### src/rtl/button_conditioner.sv
// button_conditioner
//   Conditions the four raw mole-hit buttons ahead of the anticheat stage.
//   Each button has a 2-FF synchroniser, a debouncer and registered
//   press/release pulses. A one-entry press-event buffer with a valid/ready
//   handshake feeds the hit/score logic.
// Ports
//   clk          system clock, all logic on posedge
//   rst_n        synchronous reset, active-low
//   btn_raw[4]   raw asynchronous buttons, active-high (bit0 = button 1)
//   en           1 = press events may be captured into the buffer
//   btn_lvl[4]   debounced levels, to anticheat i1..i4
//   btn_press[4] 1-cycle pulse on debounced 0->1
//   btn_release  1-cycle pulse on debounced 1->0
//   press_valid  buffered press event available
//   press_idx[2] index of buffered press, lowest index wins
//   press_multi  more than one button pressed in the capture cycle
//   press_ready  consumer accepts the buffered event
//   ovf          sticky: a press was lost because the buffer was full
//   clr_ovf      clears ovf
module button_conditioner #(
    parameter int unsigned DB_CYCLES = 16,
    parameter int unsigned CNT_W     = 5
) (
    input  logic             clk,
    input  logic             rst_n,
    input  logic [3:0]       btn_raw,
    input  logic             en,
    output logic [3:0]       btn_lvl,
    output logic [3:0]       btn_press,
    output logic [3:0]       btn_release,
    output logic             press_valid,
    output logic [1:0]       press_idx,
    output logic             press_multi,
    input  logic             press_ready,
    output logic             ovf,
    input  logic             clr_ovf
);

    localparam int unsigned NB    = 4;
    localparam int unsigned IDX_W = 2;
    localparam logic [CNT_W-1:0] CNT_LAST = CNT_W'(DB_CYCLES - 1);

    logic [NB-1:0]    s1;
    logic [NB-1:0]    s2;
    logic [CNT_W-1:0] cnt [NB];
    logic [NB-1:0]    flip;
    logic             cap;
    logic             xfer;
    logic             load;
    logic             lost;
    logic [IDX_W-1:0] first_idx;
    logic             multi;

    // Lowest set bit of a press vector; 0 when empty (never used then).
    function automatic logic [IDX_W-1:0] lowest_set(input logic [NB-1:0] v);
        logic [IDX_W-1:0] idx;
        idx = '0;
        for (int i = NB - 1; i >= 0; i--) begin
            if (v[i]) begin
                idx = IDX_W'(i);
            end
        end
        return idx;
    endfunction

    // Two-flop synchroniser; only s2 is used downstream.
    always_ff @(posedge clk) begin
        if (!rst_n) begin
            s1 <= '0;
            s2 <= '0;
        end else begin
            s1 <= btn_raw;
            s2 <= s1;
        end
    end

    // A button flips once its synchronised value has disagreed with the
    // debounced level for DB_CYCLES consecutive samples.
    always_comb begin
        flip = '0;
        for (int b = 0; b < NB; b++) begin
            flip[b] = (s2[b] != btn_lvl[b]) && (cnt[b] == CNT_LAST);
        end
    end

    // Debounce counters, levels and edge pulses.
    always_ff @(posedge clk) begin
        if (!rst_n) begin
            for (int b = 0; b < NB; b++) begin
                cnt[b] <= '0;
            end
            btn_lvl     <= '0;
            btn_press   <= '0;
            btn_release <= '0;
        end else begin
            for (int b = 0; b < NB; b++) begin
                if (s2[b] == btn_lvl[b] || flip[b]) begin
                    cnt[b] <= '0;
                end else begin
                    cnt[b] <= cnt[b] + CNT_W'(1);
                end
            end
            btn_lvl     <= btn_lvl ^ flip;
            btn_press   <= flip & ~btn_lvl;
            btn_release <= flip & btn_lvl;
        end
    end

    // Event buffer control: load when empty or draining, lose when full and stalled.
    always_comb begin
        cap       = en && (btn_press != '0);
        xfer      = press_valid && press_ready;
        load      = cap && (!press_valid || xfer);
        lost      = cap && press_valid && !press_ready;
        first_idx = lowest_set(btn_press);
        multi     = (btn_press & (btn_press - NB'(1))) != '0;
    end

    // One-entry press buffer; idx/multi only change on load.
    always_ff @(posedge clk) begin
        if (!rst_n) begin
            press_valid <= 1'b0;
            press_idx   <= '0;
            press_multi <= 1'b0;
        end else if (load) begin
            press_valid <= 1'b1;
            press_idx   <= first_idx;
            press_multi <= multi;
        end else if (xfer) begin
            press_valid <= 1'b0;
        end
    end

    // Sticky overflow; a new loss wins over a simultaneous clear.
    always_ff @(posedge clk) begin
        if (!rst_n) begin
            ovf <= 1'b0;
        end else if (lost) begin
            ovf <= 1'b1;
        end else if (clr_ovf) begin
            ovf <= 1'b0;
        end
    end

endmodule

### config.mk
export PLATFORM = sky130hd
export DESIGN_NAME = button_conditioner
export DESIGN_NICKNAME = d
export VERILOG_FILES = /design/src/rtl/button_conditioner.sv
export SDC_FILE = /design/constraint.sdc
export NUM_CORES = 1
export LEC_CHECK = 0
export ABC_CLOCK_PERIOD_IN_PS = 3950
export CAP_MARGIN = 20
export CORE_ASPECT_RATIO = 1.4
export CORE_UTILIZATION = 30
export CTS_CLUSTER_DIAMETER = 50
export DETAILED_ROUTE_END_ITERATION = 6
export GPL_TIMING_DRIVEN = 0
export PLACE_DENSITY = 0.5
export SYNTH_ARGS = -nofsm -noshare
export SYNTH_HDL_FRONTEND = slang
export SYNTH_SLANG_ARGS = --single-unit
### constraint.sdc
create_clock -name clk -period 3.95 [get_ports clk]
set_input_delay 0.9875 -clock clk [delete_from_list [all_inputs] [get_ports clk]]
set_output_delay 0.9875 -clock clk [all_outputs]
set_load 0.03 [all_outputs]
==> results of run 1 <==
[worst max-delay path by stage]
stage | start | endpoint | slack, ps
floorplan | press_ready | press_idx[1]$_SDFFE_PN0P_ | 2170
global placement | press_ready | press_idx[1]$_SDFFE_PN0P_ | 1720
detailed placement | press_ready | press_idx[1]$_SDFFE_PN0P_ | 1720
CTS | btn_press[3]$_SDFF_PN0_ | btn_press[3] | 1450
global route | btn_press[2]$_SDFF_PN0_ | btn_press[2] | 1420
finish | btn_press[3]$_SDFF_PN0_ | btn_press[3] | 1490
[per-layer routing]
metal	share of wire	vias to the layer above	routed length [um]	track usage
met1	0.46	527	1330	0.119
met2	0.49	23	1430	0.180
met5	0	-	0	0
met3	0.031	6	92	0.0290
met4	0.024	0	69	0.0573
li1	-	605	-	-
[state kept, by name, summed over array words and instances (netlist names), named ones only]
name,flops
ovf,1
btn_press,4
press_multi,1
cnt,20
btn_release,4
press_idx,2
s2,4
press_valid,1
s1,4
[cell type report]
cell class	count	area, um2	area share
plain buffers	3	16.3	0.00697
clock buffers	6	72.6	0.0311
clock inverters	2	10.0	0.00429
inverters	9	33.8	0.0145
multi-input cells	118	773	0.331
flip-flops and latches	45	1100	0.472
well taps	70	87.6	0.0375
repair buffers	24	240	0.103
[where the power goes]
| part | internal [W] | switching [W] | total (W) | leakage (nW) |
|---|---|---|---|---|
| Clock | 0.000123 | 0.000152 | 0.000275 | 0.0450 |
| Sequential | 0.000498 | 0.00000741 | 0.000506 | 0.409 |
| Combinational | 0.0000185 | 0.0000178 | 0.0000363 | 0.474 |
| Total | 0.000640 | 0.000177 | 0.000817 | 0.929 |
[through the flow]
stage	total power (W)	instances
after floorplan	0.000539	175
after CTS	0.000834	277
after detailed placement	0.000553	269
final	0.000817	277
after global routing	0.000856	277
after global placement	0.000553	269
[layout by cell type (no fill, tap or decap), types with 2 or more instances in the layout]
cell / n
clkbuf_8: 5
nand3_1: 4
edfxtp_1: 20
ha_1: 8
nor2_1: 20
clkdlybuf4s50_1: 24
mux2i_1: 6
clkbuf_1: 2
nor3b_1: 8
xnor2_1: 4
nor2b_1: 5
and3_1: 4
nand2_1: 6
nand3b_1: 4
clkinv_2: 2
o21ai_0: 2
dfxtp_1: 25
inv_1: 9
and2_1: 9
xor2_1: 8
conb_1: 20
[logic make-up after synthesis]
group	synth area share
AOI/OAI and AO/OA	0.0419
xor gates and xnor gates	0.0567
adders and majority gates	0.0594
buffers and inverters	0.0270
DFF	0.594
muxes	0.0324
other	0.00202
and+or+nand+nor	0.186
==> flow_summary_export.csv, run 1 <==
group,metric,value,unit
clock_network,numCtsBuffers,5,
clock_network,clock_latency,290,ps
global_route,first_global_vias,1145,
min_path,hp-start,"s1[3]$_SDFF_PN0_",
run_status,status,"finished clean",
global_route,antenna_found_initial,0,
logic_synthesis,synthFlopType,"dfxtp_1",
final_layout,post_route_cells_drive_above_1_share,0.0580,
worst_setup_path,cp-start-kind,"register",
worst_setup_path,crit_family,"buffers and inverters",
clock_network,hold_buffers,0,
route,drtIter0Drc,53,
place,post_dp_cell_area,2250,um2
worst_setup_path,r2r_cells,5,
power_and_ir_drop,max-vdd-ir-drop,0.152,mV
logic_synthesis,synth.area.top_cells,"edfxtp_1 32%, dfxtp_1 27%, ha_1 5.4%, nor2_1 4.1%, xor2_1 3.8%",
worst_setup_path,path_max_fanout,5,
timing,fin_crit,2460,ps
timing,rsz0062_at_grt,"false",
timing,fin_skew,1.55,ps
logic_synthesis,syn_area_per_cell,11.9,um2
global_route,grt_pass1_wl,5060,um
clock_network,cts_root_buf,"clkbuf_8",
logic_synthesis,syn_area,1850,um2
route,route.detailed.drc,0,
final_layout,layout.nets,223,
logic_synthesis,synthArstFlopShare,0,
floorplan,fp.dieW,68.4,um
floorplan,die_area,6500,um2
min_path,hold_path.class,"register to register",
global_route,globalRouteTotalUtil,0.107,
timing,hold_viol_final,0,
min_path,whs_path_depth,1,
logic_synthesis,synth_top_cell_area_share,0.324,
logic_synthesis,ys_seq_elements,45,
final_layout,diodes,0,
final_layout,final_area,2330,um2
power_and_ir_drop,powerDensity,350,nW/um2
route,vias,1161,
min_path,worst_hold_path.endpoint,"s2[3]$_SDFF_PN0_",
timing,slew_viol_final,0,
worst_setup_path,path_cells,"clkdlybuf4s50_1",
worst_setup_path,path_class,"register to output port",
timing,fin_setup_tns,0,ps
worst_setup_path,crit_buf_inv,1,
route,viasPerCell,4.19,
floorplan,start_util,0.314,
worst_setup_path,critPathMaxStageDelay,720,ps
worst_setup_path,r2r_start,"cnt[2][0]$_SDFFCE_PN0P_",
logic_synthesis,yosys-top-cells-count,"25 x dfxtp_1, 20 x edfxtp_1, 20 x nor2_1",
global_route,grt_overflow,0,
final_layout,synthToLayoutAreaGrowth,26.0,%
floorplan,io_pins,26,
logic_synthesis,synth_seq_area_share,0.594,
clock_network,post_cts_buffers,0,
clock_network,cts_tree,"yes",
worst_setup_path,cp_num_cells,1,
worst_setup_path,crit_slowest_cell,"clkdlybuf4s50_1",
worst_setup_path,r2r_slack,2330,ps
route,wirelength,2920,um
clock_network,path_clk_slew,80,ps
place,dpl.hpwl,2120,um
route,firstDrtPassIters,3,
timing,setup_ws,1490,ps
clock_network,h-tree-depth,2,
logic_synthesis,ys_warn_count,0,
route,wl_per_cell,10.5,um
floorplan,dieHeight,95.0,um
final_layout,nFillCells,599,
logic_synthesis,yosys.area.top_type,"edfxtp_1",
logic_synthesis,yosysMostFrequentCell,"dfxtp_1",
worst_setup_path,r2r_end,"cnt[2][1]$_SDFFCE_PN0P_",
power_and_ir_drop,leakagePower,0.929,nW
floorplan,row_count,33,
place,dp_slack,1720,ps
clock_network,max-clock-path-buffers,2,
logic_synthesis,postSynthCellCount,156,
place,io_buffers,24,
logic_synthesis,synth_cell_types,30,
worst_setup_path,crit_arrival,1470,ps
timing,finalCritPeriodShare,0.623,
job,cap_violations,0,
place,finalWeightedCongestion,0.647,
global_route,grt_max_degree,14,
clock_network,cts_num_sinks,45,
clock_network,ctsResizeCount,0,
route,postRouteAntennaNets,0,
timing,setup_viol,0,
floorplan,core_area,5900,um2
worst_setup_path,crit_path_end_kind,"output port",
timing,hold_slack,438,ps
logic_synthesis,synth-edff-count,20,
timing,fmax,406,MHz
worst_setup_path,critical_path_required,2960,ps
final_layout,post-route-util,0.395,
(Power assumes the default switching activity.)
==> run 2, diff against run 1 <==
ABC_CLOCK_PERIOD_IN_PS = 2550   (was 3950)
clock period = 2.55 ns   (was 3.95 ns; I/O delays follow)
==> results of run 2 <==
Same layout as run 1 (identical final DEF). Status: finished clean.
Among the figures that moved: setup slack after placement 1720 ps -> 673 ps; setup slack after layout 1490 ps -> 438 ps; register-to-register setup slack 2330 ps -> 930 ps; total power 0.000817 W -> 0.00127 W; worst IR drop on VDD 0.152 mV -> 0.236 mV
